<file path="config.mk">
export PLATFORM = sky130hd
export DESIGN_NAME = key_remap_writer_flat
export DESIGN_NICKNAME = d
export VERILOG_FILES = /design/src/rtl/key_remap_writer_pkg.sv /design/src/rtl/key_remap_writer_if.sv /design/src/rtl/key_remap_writer_onehot_check.sv /design/src/rtl/key_remap_writer.sv /design/src/flat_wrapper.sv
export SDC_FILE = /design/constraint.sdc
export NUM_CORES = 1
export LEC_CHECK = 0
export ABC_AREA = 1
export CAP_MARGIN = 10
export CELL_PAD_IN_SITES_DETAIL_PLACEMENT = 1
export CELL_PAD_IN_SITES_GLOBAL_PLACEMENT = 1
export CORE_ASPECT_RATIO = 0.5
export CORE_UTILIZATION = 45
export DETAILED_ROUTE_END_ITERATION = 16
export GPL_TIMING_DRIVEN = 0
export PLACE_DENSITY = 0.95
export REMOVE_ABC_BUFFERS = 1
export SLEW_MARGIN = 40
export SYNTH_ARGS = -nofsm -noshare
export SYNTH_HDL_FRONTEND = slang
export SYNTH_SLANG_ARGS = --single-unit
</file>
<file path="constraint.sdc">
create_clock -name clk -period 4.95 [get_ports clk]
set_input_delay 0.7425 -clock clk [delete_from_list [all_inputs] [get_ports clk]]
set_output_delay 0.7425 -clock clk [all_outputs]
set_load 0.01 [all_outputs]
</file>
<file path="src/rtl/key_remap_writer_pkg.sv">
// Shared constants, FSM state and UI phase encodings for the key remap writer.
package key_remap_writer_pkg;

  localparam int NOTE_KEY_BITS   = 7;
  localparam int TIMEOUT_DEFAULT = 100000000;
  localparam int IDX_W           = $clog2(NOTE_KEY_BITS);

  typedef enum logic [2:0] {
    ST_IDLE     = 3'd0,
    ST_SRC      = 3'd1,
    ST_SRC_REL  = 3'd2,
    ST_DST      = 3'd3,
    ST_DST_REL  = 3'd4,
    ST_CONFIRM  = 3'd5,
    ST_WRITE    = 3'd6,
    ST_RESTORE  = 3'd7
  } state_t;

  typedef enum logic [1:0] {
    PH_IDLE   = 2'd0,
    PH_SOURCE = 2'd1,
    PH_TARGET = 2'd2,
    PH_COMMIT = 2'd3
  } phase_t;

  // UI phase shown to the user for each FSM state; restore is reported as
  // a commit-type activity.
  function automatic phase_t phase_of(input state_t s);
    phase_t p;
    case (s)
      ST_IDLE:               p = PH_IDLE;
      ST_SRC, ST_SRC_REL:    p = PH_SOURCE;
      ST_DST, ST_DST_REL:    p = PH_TARGET;
      default:               p = PH_COMMIT;
    endcase
    return p;
  endfunction

endpackage

</file>
<file path="src/rtl/key_remap_writer_if.sv">
// Write port towards the key-map RAM: strobe, one-hot entry select, one-hot data.
interface key_remap_writer_if;
  import key_remap_writer_pkg::*;

  logic                     ram_rw;
  logic [NOTE_KEY_BITS-1:0] ram_addr;
  logic [NOTE_KEY_BITS-1:0] ram_data;

  modport master (output ram_rw, output ram_addr, output ram_data);
  modport slave  (input  ram_rw, input  ram_addr, input  ram_data);
endinterface

</file>
<file path="src/rtl/key_remap_writer_onehot_check.sv">
// Classifies a key vector as zero, exactly-one-hot or multi-hot (chord).
module onehot_check
  import key_remap_writer_pkg::*;
#(
  parameter int W = NOTE_KEY_BITS
) (
  input  logic [W-1:0] vec,
  output logic         is_zero,
  output logic         is_onehot,
  output logic         is_multi
);

  // hit[i]: bit i is set and at least one other bit is set as well.
  logic [W-1:0] hit;

  generate
    for (genvar gi = 0; gi < W; gi++) begin : g_hit
      localparam logic [W-1:0] SELF = {{(W-1){1'b0}}, 1'b1} << gi;
      assign hit[gi] = vec[gi] & (|(vec & ~SELF));
    end
  endgenerate

  assign is_zero   = ~(|vec);
  assign is_multi  = |hit;
  assign is_onehot = (|vec) & ~(|hit);

endmodule

</file>
<file path="src/rtl/key_remap_writer.sv">
// Key remap writer: walks the user through source/target key selection and
// writes the binding (or the identity map) into the one-hot key-map RAM.
module key_remap_writer
  import key_remap_writer_pkg::*;
#(
  parameter int TIMEOUT_CYCLES = TIMEOUT_DEFAULT
) (
  input  logic                     clk,
  input  logic                     rst,
  input  logic                     remap_en,
  input  logic [NOTE_KEY_BITS-1:0] keys,
  input  logic                     confirm,
  input  logic                     cancel,
  input  logic                     restore,
  key_remap_writer_if.master       ram,
  output logic                     busy,
  output logic [1:0]               phase,
  output logic                     done,
  output logic                     err
);

  localparam logic [31:0] TO_LAST = 32'(TIMEOUT_CYCLES - 1);
  localparam logic [IDX_W-1:0] IDX_LAST = IDX_W'(NOTE_KEY_BITS - 1);
  localparam logic [NOTE_KEY_BITS-1:0] BIT0 = {{(NOTE_KEY_BITS-1){1'b0}}, 1'b1};

  state_t                   state_reg, state_next;
  logic [NOTE_KEY_BITS-1:0] src_reg, src_next;
  logic [NOTE_KEY_BITS-1:0] dst_reg, dst_next;
  logic [NOTE_KEY_BITS-1:0] keys_prev_reg;
  logic                     chord_reg, chord_next;
  logic [IDX_W-1:0]         idx_reg, idx_next;
  logic [31:0]              cnt_reg, cnt_next;

  logic                     ram_rw_reg, ram_rw_next;
  logic [NOTE_KEY_BITS-1:0] ram_addr_reg, ram_addr_next;
  logic [NOTE_KEY_BITS-1:0] ram_data_reg, ram_data_next;
  logic                     busy_reg, done_reg, done_next, err_reg, err_next;
  logic [1:0]               phase_reg;

  logic keys_zero, keys_onehot, keys_multi;
  logic press, timed_state, timeout_hit;

  onehot_check #(.W(NOTE_KEY_BITS)) u_key_check (
    .vec       (keys),
    .is_zero   (keys_zero),
    .is_onehot (keys_onehot),
    .is_multi  (keys_multi)
  );

  // A press is a clean transition from no keys to exactly one key.
  assign press       = (keys_prev_reg == '0) && keys_onehot;
  assign timed_state = (state_reg == ST_SRC_REL) || (state_reg == ST_DST) ||
                       (state_reg == ST_DST_REL) || (state_reg == ST_CONFIRM);
  assign timeout_hit = timed_state && (cnt_reg == TO_LAST);

  // Next-state logic; priority is mode exit, restore, cancel, confirm,
  // timeout, then key events.
  always_comb begin
    state_next = state_reg;
    src_next   = src_reg;
    dst_next   = dst_reg;
    chord_next = chord_reg;
    idx_next   = '0;
    done_next  = 1'b0;
    err_next   = 1'b0;

    case (state_reg)
      ST_IDLE: begin
        chord_next = 1'b0;
        if (remap_en) state_next = ST_SRC;
      end
      ST_WRITE: begin
        state_next = ST_SRC;
        done_next  = 1'b1;
      end
      ST_RESTORE: begin
        if (idx_reg == IDX_LAST) begin
          state_next = ST_SRC;
          done_next  = 1'b1;
        end else begin
          idx_next = idx_reg + 1'b1;
        end
      end
      default: begin
        if (!remap_en) begin
          state_next = ST_IDLE;
          chord_next = 1'b0;
        end else if (restore && (state_reg == ST_SRC || state_reg == ST_DST ||
                                 state_reg == ST_CONFIRM)) begin
          state_next = ST_RESTORE;
          chord_next = 1'b0;
        end else if (cancel) begin
          state_next = ST_SRC;
          err_next   = 1'b1;
          chord_next = 1'b0;
        end else if (confirm && state_reg == ST_CONFIRM) begin
          state_next = ST_WRITE;
        end else if (timeout_hit) begin
          state_next = ST_SRC;
          err_next   = 1'b1;
          chord_next = 1'b0;
        end else begin
          case (state_reg)
            ST_SRC, ST_DST: begin
              if (chord_reg) begin
                if (keys_zero) chord_next = 1'b0;
              end else if (keys_multi) begin
                err_next   = 1'b1;
                chord_next = 1'b1;
              end else if (press) begin
                if (state_reg == ST_SRC) begin
                  src_next   = keys;
                  state_next = ST_SRC_REL;
                end else begin
                  dst_next   = keys;
                  state_next = ST_DST_REL;
                end
              end
            end
            ST_SRC_REL: if (keys_zero) state_next = ST_DST;
            ST_DST_REL: if (keys_zero) state_next = ST_CONFIRM;
            default: ;
          endcase
        end
      end
    endcase
  end

  // Output values for the coming cycle, derived from the next state so every
  // output is a plain register.
  always_comb begin
    ram_rw_next   = 1'b0;
    ram_addr_next = '0;
    ram_data_next = '0;
    cnt_next      = cnt_reg + 32'd1;
    if (state_next == ST_WRITE) begin
      ram_rw_next   = 1'b1;
      ram_addr_next = dst_next;
      ram_data_next = src_next;
    end else if (state_next == ST_RESTORE) begin
      ram_rw_next   = 1'b1;
      ram_addr_next = BIT0 << idx_next;
      ram_data_next = BIT0 << idx_next;
    end
    if (state_next != state_reg || keys != keys_prev_reg || state_reg == ST_IDLE) begin
      cnt_next = '0;
    end
  end

  // State, captured keys and registered outputs.
  always_ff @(posedge clk) begin
    if (rst) begin
      state_reg     <= ST_IDLE;
      src_reg       <= '0;
      dst_reg       <= '0;
      keys_prev_reg <= '0;
      chord_reg     <= 1'b0;
      idx_reg       <= '0;
      cnt_reg       <= '0;
      ram_rw_reg    <= 1'b0;
      ram_addr_reg  <= '0;
      ram_data_reg  <= '0;
      busy_reg      <= 1'b0;
      phase_reg     <= PH_IDLE;
      done_reg      <= 1'b0;
      err_reg       <= 1'b0;
    end else begin
      state_reg     <= state_next;
      src_reg       <= src_next;
      dst_reg       <= dst_next;
      keys_prev_reg <= keys;
      chord_reg     <= chord_next;
      idx_reg       <= idx_next;
      cnt_reg       <= cnt_next;
      ram_rw_reg    <= ram_rw_next;
      ram_addr_reg  <= ram_addr_next;
      ram_data_reg  <= ram_data_next;
      busy_reg      <= (state_next != ST_IDLE);
      phase_reg     <= phase_of(state_next);
      done_reg      <= done_next;
      err_reg       <= err_next;
    end
  end

  assign ram.ram_rw   = ram_rw_reg;
  assign ram.ram_addr = ram_addr_reg;
  assign ram.ram_data = ram_data_reg;
  assign busy         = busy_reg;
  assign phase        = phase_reg;
  assign done         = done_reg;
  assign err          = err_reg;

endmodule
</file>
<file path="src/flat_wrapper.sv">
// flat-port wrapper written by rule: the top's interface ports become plain ports
module key_remap_writer_flat import key_remap_writer_pkg::*;
#(
  parameter int TIMEOUT_CYCLES = TIMEOUT_DEFAULT
)
  (clk, rst, remap_en, keys, confirm, cancel, restore, busy, phase, done, err, ram_ram_rw, ram_ram_addr, ram_ram_data);
  key_remap_writer_if ram_i ();
  input  logic clk;
  input  logic rst;
  input  logic remap_en;
  input  logic [NOTE_KEY_BITS-1:0] keys;
  input  logic confirm;
  input  logic cancel;
  input  logic restore;
  output logic busy;
  output logic [1:0] phase;
  output logic done;
  output logic err;
  output wire logic [$bits(ram_i.ram_rw)-1:0] ram_ram_rw;
  output wire logic [$bits(ram_i.ram_addr)-1:0] ram_ram_addr;
  output wire logic [$bits(ram_i.ram_data)-1:0] ram_ram_data;
  assign ram_ram_rw = ram_i.ram_rw;
  assign ram_ram_addr = ram_i.ram_addr;
  assign ram_ram_data = ram_i.ram_data;
  key_remap_writer #(.TIMEOUT_CYCLES(TIMEOUT_CYCLES)) u_core (.clk(clk), .rst(rst), .remap_en(remap_en), .keys(keys), .confirm(confirm), .cancel(cancel), .restore(restore), .ram(ram_i), .busy(busy), .phase(phase), .done(done), .err(err));
endmodule
</file>
# Word-level counts from Yosys, hierarchy flattened
# Cells that the tools add are included.
[classes]
add_sub_neg = 2
n_eq_ne = 19
n_shift = 1
n_mux = 62
n_bitwise = 11
reduce_logical = 32
[ops]
columns = ["cell", "count"]
rows = [
  ["$mux 7", 25],
  ["$reduce_or 6->1", 8],
  ["$mux 3", 15],
  ["$add 32x1->32 const B", 1],
  ["$eq 32x27->1 const B", 1],
  ["$eq 3x3->1 const B", 8],
  ["$pmux 3 s3", 2],
  ["$mux 1", 17],
  ["$reduce_or 7->1", 2],
  ["$eq 3x2->1 const B", 4],
  ["$reduce_or 2->1", 5],
  ["$and 1x1->1", 8],
  ["$logic_not 7->1", 1],
  ["$logic_or 1x1->1", 7],
  ["$ne 7x7->1", 1],
  ["$shl 1x3->7 const A", 1],
  ["$eq 3x1->1 const B", 2],
  ["$logic_not 3->1", 2],
  ["$ne 6x1->1 const B", 1],
  ["$pmux 2 s3", 1],
  ["$ne 5x4->1 const B", 1],
  ["$logic_and 1x1->1", 4],
  ["$pmux 1 s2", 2],
  ["$add 3x1->3 const B", 1],
  ["other kinds (5)", 7],
]
[word_totals]
register_bits = 80
in_bits = 13
output_inout_bits = 20
elab_cells = 141

# Depth between registers and ports, before layout
# Gate-level depths: netlist of the first run.
[depth]
ltp_word = 20
ltp_mapped = 20
ltp_nobuf = 19

# Cells and area by module
# From an unflattened synthesis of the first run, not the netlist that was laid out.
[unflattened]
cells_unflattened = 538
hier_area_um2 = 4010.1
[by_module_without_submodules]
columns = ["module", "instances", "cells_per_inst", "area_per_inst_um2", "seq_area_each_um2"]
rows = [
  ["key_remap_writer", 1, 519, 3921.3, 1601.5],
  ["onehot_check", 1, 19, 88.8, 0.0],
]

# Least setup slack after synthesis of the first run
# No wires, ideal clock.
[synth_timing]
kind = "input -> register"
start = "input port keys[5]"
end = "register u_core.cnt_reg[6]"
setup_ps = 117
t_arrival_ps = 2158
path_slack_ps = 2675
path_stages = 17
n_path_buf = 1
cell_sequence = "nor2_2 > nand2_2 > o21ai_2 > nand2_1 > nor2_4 > nand4_2 > nand2_1 > nand2_1 > nand2_1 > nand2_1 > nand2_1 > nand2_2 > o21ai_0 > inv_1 > nand2_2 > buf_6 > nor2_2"
[synth_between]
elab_chain_len = 20
elab_cells_between_ends = 35
[synth_lines]
columns = ["item", "line", "source"]
rows = [
  ["start: declaration", "flat_wrapper.sv:11", "input logic [NOTE_KEY_BITS-1:0] keys;"],
  ["$reduce_or 6->1", "key_remap_writer_onehot_check.sv:19", "assign hit[gi] = vec[gi] & (|(vec & ~SELF));"],
  ["$and 1x1->1", "key_remap_writer_onehot_check.sv:19", ""],
  ["$reduce_or 7->1", "key_remap_writer_onehot_check.sv:24, key_remap_writer_onehot_check.sv:25", ""],
  ["$not 1->1", "key_remap_writer_onehot_check.sv:25", "assign is_onehot = (|vec) & ~(|hit);"],
  ["$and 1x1->1", "key_remap_writer_onehot_check.sv:25", ""],
  ["$logic_and 1x1->1", "key_remap_writer.sv:51", "assign press = (keys_prev_reg == '0) && keys_onehot;"],
  ["$mux 3", "key_remap_writer.sv:110", "end else if (press) begin"],
  ["$mux 3", "key_remap_writer.sv:107", "end else if (keys_multi) begin"],
  ["[... 3 more ...]", "n/a", ""],
  ["$mux 3", "key_remap_writer.sv:96", "end else if (confirm && state_reg == ST_CONFIRM) begin"],
  ["$mux 3", "key_remap_writer.sv:92", "end else if (cancel) begin"],
  ["$mux 3", "key_remap_writer.sv:88", "end else if (restore && (state_reg == ST_SRC || state_reg == ST_DST ||"],
  ["$mux 3", "key_remap_writer.sv:85", "if (!remap_en) begin"],
  ["$pmux 3 s3", "key_remap_writer.sv:67", "case (state_reg)"],
  ["$ne 3x3->1", "key_remap_writer.sv:145", "if (state_next != state_reg || keys != keys_prev_reg || state_reg == ST_IDLE) begin"],
  ["$logic_or 1x1->1 * (2 in a row)", "key_remap_writer.sv:145", ""],
  ["$reduce_or 2->1 (no line) *", "n/a", ""],
  ["end signal: assignment", "key_remap_writer.sv:174", "cnt_reg <= cnt_next;"],
  ["end: declaration", "key_remap_writer.sv:32", "logic [31:0] cnt_reg, cnt_next;"],
]
# Mark *: on every way between the ends. The rest lies on a longest branch, timed or not.
# A chain may end at the register's enable or synchronous reset.

# Final worst setup path of the first run
[layout_timing]
start = "input port keys[6]"
end = "register u_core.cnt_reg[10]"
# Same word-level chain as after synthesis.

==> metrics.md, run 1 <==
| Metric | Value |
|---|---|
| Drt pass-1 iters | `4` |
| Setup Buffers After CTS | `0` |
| Synth Register Bits | `80` |
| GR Util All Layers | `29.32%` |
| Fin nets | `about 600` |
| Starting Density | `48.01%` |
| Min-Delay Path Depth | `1` |
| Final WS setup | `1.691 ns` |
| Final number of setup-violating endpoints | `0` |
| Worst skew pair latency | `0.35 ns` |
| Routed Antenna Nets | `0` |
| Register-to-register setup slack | `roughly 2.1 ns` |
| Largest net degree at the start of global routing | `33` |
| Fraction of layout cells with a size suffix above 1 | `between 10% and 20%` |
| Sequential share of the synthesized area | `between 40% and 50%` |
| Vias in the first global route | `3,971` |
| Synthesized area | `3979 µm²` |
| CP Class | `in -> reg` |
| Number of placed instances, taps included | `a little under 700` |
| Compound-Gate Fraction of Synth Area | `between 6 and 7%` |
| Worst setup EP type | `flop` |
| WHS Endpoint | `u_core.cnt_reg[0]` |
| Max reg flops | `32` |
| Post-Synth Adder-Cell Area | `0.3145%` |
| Commonest non-fill, non-tap cell in the layout | `nand2_1` |
| DR WL/cell | `18.05 µm` |
| GPL Wtd Cong | `0.8370` |
| Final std cells w/o fill | `700` |
| CP Depth | `18` |
| Max cap viols | `0` |
| Clk buf depth | `2` |
| Multiplexer share of the synthesized area | `0%` |
| Startpoint types | `input port` |
| Critical-path cell list | `clkdlybuf4s50_1 -> nor2_2 -> nor2_1 -> nor2_1 -> nand2_1 -> nor2_4 -> nand4_1 -> nand2_1 -> nand2_1 -> nand2_1 -> nand2_1 -> nand2_1 -> nand2_2 -> nand2_1 -> nand2_1 -> nor2_2 -> nand2_4 -> nor2_2` |
| Ranking of synthesized cells by area | `dfxtp_1 (40%), nand2_1 (10%), inv_1 (7.9%)` |
| CTS clock-pin slew for the worst setup and hold paths | `around 0.070 ns` |
| Post-CTS Hold Buffers | `0` |
| Most frequent cells in the layout | `nand2_1 (107), inv_1 (84), dfxtp_1 (80)` |
| Pins Over Slew Limit | `0` |
| Post-synthesis xor/xnor area fraction | `7.264%` |
| Diode count | `0` |
| Beginning of the worst hold path | `u_core.cnt_reg[0]` |
| Top cell type's share of synthesized area | `40.25%` |
| Remaining global-route overflow | `0` |
| DR vias | `between 3,000 and 4,000` |
| Distinct cells, synth | `34` |
| Final period util | `between 60% and 70%` |
| Slowest CP cell | `clkdlybuf4s50_1` |
| Max-slew headroom | `65.66%` |
| H-tree depth | `3` |
| Gate Count Post-Synth | `around 550` |
| Die ar. | `a little over 9000 µm²` |
| Crit path arrival time | `3.53 ns` |
| DRC viols | `0` |
| Post-place setup slack | `1.307 ns` |
| DR iter-0 viols | `289` |
| CP Buf/Inv Count | `1` |
| Fmax | `0.3068 GHz` |
| Final hold viol count | `0` |
| Setup TNS | `0 ns` |
| Hold Path Class | `reg -> reg` |
| Status | `completed` |
| Chip width | `around 130 µm` |
| First-pass GRT wire length | `about 20 mm` |
| Synth-to-layout area growth | `17.83%` |
| Port bufs | `32` |
| Die height | `roughly 68 µm` |
| Critical Path RT | `5.22 ns` |
| Worst R2R Start | `u_core.cnt_reg[0]` |
| Synth area leader | `dfxtp_1` |
| Core Area | `8288 µm²` |
| RSZ-0062 raised after global routing | `no` |
| CP peak stage delay | `0.54 ns` |
| CTS tree | `yes` |
| Tightest Pin Transition | `0.5146 ns` |
| Fin crit period | `3.259 ns` |
| Post-Synth Simple-Gate Area | `35.06%` |
| RR Endpoint | `u_core.cnt_reg[10]` |
| Cell family with most CP delay | `simple AND/OR/NAND/NOR gates` |
| Main combinational cell family by area after synthesis | `simple AND/OR/NAND/NOR gates` |
| Vias per cell | `~5.4` |
| Post_cts resized | `0` |
| Mean post-synth cell area | `~7.2 µm²` |
| Initial antenna violation count | `0` |
| Critical Path Fanout Max | `32` |
| CTS Buf Count | `9` |
| Worst vdd ir | `around 0.43 mV` |
| Worst R2R Path Depth | `19` |
| Post-DP HPWL | `a little under 8 mm` |
| # rows | `23` |
| Synthesis Warnings | `0` |
| CTS sink count | `80` |
| Drt total wl | `12.63 mm` |
| Leak pwr | `0.001930 µW` |
| Hold WS | `0.4841 ns` |
| Boundary pin count | `33` |
| CP most frequent cell | `nand2_1` |
| Root Driver | `clkbuf_16` |
| Pwr/cell area | `about 400 nW/µm²` |
| Clock Skew | `0.01234 ns` |
[worst reg2reg max path, cell delays in order (launching register included)]
cell	delay, ns
dfxtp_1	0.40
ha_1	0.21
nand2_1	0.11
nor2_2	0.15
nand2_2	0.11
nor2_2	0.12
nand3_1	0.14
nand2_1	0.12
inv_1	0.06
nand2_1	0.07
nand2_1	0.06
nand2_1	0.09
nand2_2	0.09
nand2_2	0.08
nand2_1	0.07
nand2_1	0.08
nand2_1	0.08
nor2_2	0.17
nand2_4	0.30
nor2_2	0.25
[synth_stat cells (all sizes together)]
cell type,n
a2111oi,1
a211oi,3
a21oi,14
a41oi,1
buf,5
clkbuf,7
dfxtp,80
ha,1
inv,85
nand2,116
nand3,30
nand3b,4
nand4,13
nor2,110
nor3,14
nor4,5
o21a,1
o21ai,25
o22ai,2
or2,1
xnor2,7
xor2,26
[power by group]
group / switching, µW / total (µW) / internal [µW]
Clock: 304 / 758 / 454
Sequential: 38.9 / 717 / 678
Combinational: 299 / 432 / 133
Total: 642 / 1910 / 1260
[cell type report]
class                           count  area, µm²
Fill cell                        1043       3600
Multi-Input combinational cell    374       1973
Sequential cell                    80       1602
Timing Repair Buffer               33      320.3
Inverter                           85      319.1
Clock buffer                        9      225.2
Tap cell                          112      140.1
Clock inverter                      7      108.9
[worst max-delay path by stage]
stage	start	endpoint	slack, ns
2_1_floorplan	keys[5]	u_core.cnt_reg[15]	2.42
3_3_place_gp	remap_en	u_core.chord_reg	1.43
3_5_place_dp	keys[6]	u_core.cnt_reg[17]	1.31
4_1_cts	keys[6]	u_core.cnt_reg[10]	1.47
5_1_grt	keys[6]	u_core.cnt_reg[16]	1.53
6_report	keys[6]	u_core.cnt_reg[10]	1.69
[cell families after synthesis]
| logic type | Yosys count |
|---|---|
| AND/OR/NAND/NOR | 293 |
| buffers and inverters | 97 |
| flip-flops | 80 |
| AO/OA/AOI/OAI | 47 |
| XOR/XNOR | 33 |
| adder cells (fa/ha/maj) | 1 |
[per-layer routing]
metal  global-route usage (%)  wire (µm)  vias up
met2                    54.32       6250      110
li1                         -          -     1778
met4                    14.89        362        0
met3                    7.456        557       37
met5                        0          0        -
met1                    32.30       5461     1847
[stage by stage]
step	total power, µW	area [µm²]	util, %
2_1_floorplan	968.5	3884	-
3_3_place_gp	1080	4344	52.42
3_5_place_dp	1110	4349	52.48
4_1_cts	1896	4683	56.51
5_1_grt	1973	4688	56.57
6_report	1906	4688	56.57
(Power assumes the default switching activity.)
==> run 2, diff against run 1 <==
- CORE_UTILIZATION: 45 -> 42
- PLACE_DENSITY: 0.95 -> 0.91
- clock period: 4.95 -> 3.25 ns (I/O delays scaled with it)
==> metrics.md, run 2 (synthesis results as in run 1) <==
| Metric | Value |
|---|---|
| CTS clock-pin slew for the worst setup and hold paths | `0.06 ns` |
| Post-CTS Hold Buffers | `0` |
| Post-DP HPWL | `7.453 mm` |
| Die ar. | `9890 µm²` |
| Root Driver | `clkbuf_16` |
| GPL Wtd Cong | `0.8441` |
| RSZ-0062 raised after global routing | `no` |
| Commonest non-fill, non-tap cell in the layout | `nand2_1` |
| Crit path arrival time | `between 2 and 3 ns` |
| Register-to-register setup slack | `around 0.56 ns` |
| DRC viols | `0` |
| Critical-path cell list | `clkdlybuf4s50_1 -> nor2_2 -> nor2_1 -> nor2_1 -> nand2_1 -> nor2_4 -> nand4_2 -> nand2_1 -> inv_1 -> nand2_1 -> nand2_1 -> nand2_1 -> nand2_1 -> nand2_2 -> nand2_1 -> nand2_1 -> nor2_2 -> nand2_4 -> nor2_1` |
| CP Buf/Inv Count | `2` |
| Pins Over Slew Limit | `0` |
| Overall power of the completed layout | `2735 µW` |
| Post_cts resized | `0` |
| Status | `completed` |
| CP Class | `in -> reg` |
| CP peak stage delay | `0.53 ns` |
| Max reg flops | `32` |
| Remaining global-route overflow | `0` |
| Slowest CP cell | `clkdlybuf4s50_1` |
| Final period util | `between 80 and 90%` |
| Max-slew headroom | `66.80%` |
| Cell family with most CP delay | `simple AND/OR/NAND/NOR gates` |
| CTS Buf Count | `9` |
| Initial antenna violation count | `0` |
| Worst setup EP type | `flop` |
| Clk buf depth | `2` |
| Synth-to-layout area growth | `17.42%` |
| H-tree depth | `3` |
| Critical Path RT | `~3.5 ns` |
| Layout fillers | `1,145` |
| Starting Density | `44.46%` |
| DR WL/cell | `14.73 µm` |
| Core Area | `8949 µm²` |
| CTS sink count | `80` |
| CP most frequent cell | `nand2_1` |
| Fmax | `between 0.3 and 0.4 GHz` |
| Tightest Pin Transition | `0.4975 ns` |
| Vias in the first global route | `about 3,800` |
| Die height | `~70 µm` |
| Fin crit period | `2.753 ns` |
| Pwr/cell area | `585.3 nW/µm²` |
| Final hold viol count | `0` |
| GR Util All Layers | `21.98%` |
| Max cap viols | `0` |
| Fin nets | `597` |
| Diode count | `0` |
| Most frequent cells in the layout | `nand2_1 (107), inv_1 (84), dfxtp_1 (80)` |
| DR vias | `3,549` |
| Routed Antenna Nets | `0` |
| Critical Path Fanout Max | `32` |
| Boundary pin count | `33` |
| Largest net degree at the start of global routing | `33` |
| Setup Buffers After CTS | `0` |
| Drt pass-1 iters | `4` |
| Leak pwr | `0.001916 µW` |
| Drt total wl | `10.39 mm` |
| CTS tree | `yes` |
| Hold WS | `0.4685 ns` |
| First-pass GRT wire length | `17.25 mm` |
| Chip width | `139.6 µm` |
| Final number of setup-violating endpoints | `0` |
| Startpoint types | `input port` |
| Worst skew pair latency | `roughly 0.34 ns` |
| # rows | `24` |
| Clock Skew | `0.01162 ns` |
| Hold Path Class | `reg -> reg` |
| Vias per cell | `5.034` |
| Fraction of layout cells with a size suffix above 1 | `12.41%` |
| Post-layout util | `52.21%` |
| DR iter-0 viols | `roughly 120` |
| Worst vdd ir | `about 0.29 mV` |
| Port bufs | `32` |
[run 2: path summary, 6_finish.rpt]
check,start,end,depth (start not counted)
worst max-delay path,keys[6],u_core.cnt_reg[18],19
worst max register to register,u_core.cnt_reg[0],u_core.cnt_reg[18],18
worst min-delay path,u_core.src_reg[6],u_core.src_reg[6],2
worst min register to register,u_core.src_reg[6],u_core.src_reg[6],2
[run 2: final cells by class]
type | count | area, µm² | area share (%)
Sequential cell | 80 | 1602 | 34.28
Clock buffer | 9 | 225.2 | 4.821
Tap cell | 117 | 146.4 | 3.133
Inverter | 85 | 319.1 | 6.829
Multi-Input combinational cell | 374 | 1973 | 42.23
Clock inverter | 7 | 86.33 | 1.848
Timing Repair Buffer | 33 | 320.3 | 6.856
[run 2: power by group]
group | internal (µW) | switching (µW) | leakage (µW)
combinational | 202 | 391 | 0.00112
clock | 613 | 447 | 0.000150
sequential | 1030 | 50.1 | 0.000648
total | 1850 | 888 | 0.00192
[run 2: tightest hold or removal path, stage by stage (launching register included)]
cell     delay [ns]
dfxtp_1        0.30
inv_1          0.04
a21oi_1        0.07
[run 2: routing by layer]
layer / routed length (µm) / GRT usage, % / share of wire, %
met1: 4647 / 25.69 / 45
met2: 5385 / 41.21 / 52
met4: 79 / 6.471 / 0.76
met3: 272 / 4.401 / 2.6
met5: 0 / 0 / 0
[run 2: per-stage QoR]
stage | worst slack (ns) | instance area (µm²) | cells | TNS (ns)
2_1_floorplan | 0.9481 | 3884 | 539 | 0
3_3_place_gp | -0.04700 | 4350 | 688 | -0.1585
3_5_place_dp | 0.1514 | 4360 | 689 | 0
4_1_cts | 0.5047 | 4672 | 705 | 0
5_1_grt | 0.2383 | 4672 | 705 | 0
6_report | 0.4971 | 4672 | 705 | 0
==> patch, RTL diff (flow settings as in run 2) <==
One comparison of `cnt_reg` changes from == to >=.
--- a/src/rtl/key_remap_writer.sv
+++ b/src/rtl/key_remap_writer.sv
@@ -53,3 +53,3 @@
                        (state_reg == ST_DST_REL) || (state_reg == ST_CONFIRM);
-  assign timeout_hit = timed_state && (cnt_reg == TO_LAST);
+  assign timeout_hit = timed_state && (cnt_reg >= TO_LAST);
 
Formal check against the unedited RTL: same outputs for any inputs over 4 cycles, from zero or initial values and one cycle with rst high; that may be too few to reach the edited logic, so the function may still have changed.
==> patch against run 2 <==
  * Combinational power increased by 11%
  * Cell area increased by 2.8%
  * Count of clock-buffer cells in the layout increased by 1
  * Sequential cell count unchanged
  * Largest power group unchanged
  * Register-to-register slack got worse by 0.08 ns
  * Total power decreased by 0.14%
  * Setup slack got worse by 0.18 ns
  * Maximum frequency decreased by 6.1%
  * Clock skew decreased by 0.0011 ns
  * Area after synthesis increased by 3.2%
  * Utilization decreased by 1.6 points
  * Routed wire length increased by 6.9%
==> patch: results <==
set metrics [dict create \
    status "completed" \
    synthAdderAreaFrac 0.00305 \
    relSlewSlack 0.558 \
    peakVddDrop_mv 0.310 \
    internal_power_uw 1770 \
    synth_compound_area_frac 0.0564 \
    synth-xor-area-share 0.0640 \
    powerSeq_uw 1070 \
    final_cells 721 \
    grt_pass1_vias 3798 \
    hpwlAfterDp_mm 7.90 \
    routed_wl_mm 11.1 \
    largest_reg_flops 32 \
    r2r_slack_ns 0.48 \
    synth_top_family_by_area "simple AND/OR/NAND/NOR gates" \
    nNetsFinal 595 \
    cts_resized 0 \
    yosys-top-cells-area "dfxtp_1, nand2_1, nor3_2" \
    critPathSlowestCell "clkdlybuf4s50_1" \
    grt_util_met2 0.431 \
    first_iter_violations 133 \
    synth_common_cells "nand2_1, inv_1, dfxtp_1, nor2_1, nor3_2" \
    layout-drive-gt1-share 0.138 \
    slowest_delay_ns 0.59 \
    grtUsageMet1 0.269 \
    grt_pass1_wl_mm 18.5 \
    clk_pin_slew_ns 0.07 \
    placedCellCount 705 \
    avgSynthCellArea_um2 7.45 \
    yosysSeqAreaShare 0.390 \
    synth_cell_types 35 \
    route.vias.total 3686 \
    num_antenna_cells 0 \
    switching_share 0.352 \
    cp-startpoint "keys[0]" \
    pg_clk_uw 998 \
    hold_class "reg -> reg" \
    grt_use_total 0.234 \
    place_congestion 0.843 \
    numCtsBuffers 9 \
    skew_ns 0.0105 \
    async_reset_ff_frac 0 \
    place_area_mm2 0.00451 \
    period_needed_ns 2.93 \
    p_leak_uw 0.00190 \
    rr_endpoint "u_core.cnt_reg[1]$_SDFF_PP0_" \
    r2r_cells 17 \
    gr-usage-met3 0.0587 \
    muxShareOfSynthArea 0 \
    crit_family "simple AND/OR/NAND/NOR gates" \
    place_ws_ns -0.00645 \
]
-- patch: cell count changes in the layout (fill, tap and decap cells not counted), moves of 5 or more --
cell	delta
nor2_1	-5
nand4_1	+5
xor2_1	-7
nor3_2	+37
o21ai_0	-9
nor2_2	-25
-- patch: worst register-to-register path, stage by stage, from the launching register on --
cell     delay, ns
dfxtp_1       0.36
ha_1          0.23
nand3_2       0.16
nor2_4        0.19
nand2_1       0.07
nand2_1       0.09
nand2_1       0.08
nand2_1       0.09
nand2_2       0.11
nand2_1       0.08
nand2_1       0.05
nand2_1       0.08
nand2_2       0.10
nand2_4       0.09
nand2_1       0.06
nand2_1       0.10
nand3_4       0.42
nor3_1        0.31
-- patch: worst min path at each step --
stage | from | endpoint | slack (ns)
after floorplan | u_core.src_reg[0]$_SDFF_PP0_ | u_core.src_reg[0]$_SDFF_PP0_ | 0.43
after global placement | u_core.src_reg[6]$_SDFF_PP0_ | u_core.src_reg[6]$_SDFF_PP0_ | 0.44
after detailed placement | u_core.src_reg[0]$_SDFF_PP0_ | u_core.src_reg[0]$_SDFF_PP0_ | 0.45
after CTS | u_core.src_reg[0]$_SDFF_PP0_ | u_core.src_reg[0]$_SDFF_PP0_ | 0.46
after global routing | u_core.src_reg[6]$_SDFF_PP0_ | u_core.src_reg[6]$_SDFF_PP0_ | 0.48
final | u_core.src_reg[0]$_SDFF_PP0_ | u_core.src_reg[0]$_SDFF_PP0_ | 0.46
-- patch: area by class of cell --
class                           count  area, µm²
Clock buffer                       10        239
Clock inverter                      6       47.5
Fill cell                        1210       4680
Inverter                           85        319
Multi-Input combinational cell    372       2100
Sequential cell                    80       1600
Tap cell                          135        169
Timing Repair Buffer               33        323
-- patch: layer usage --
layer	vias up	wire length [µm]
met2	54	5630
met5	-	0
met4	0	158
met3	17	352
li1	1813	-
met1	1802	4960
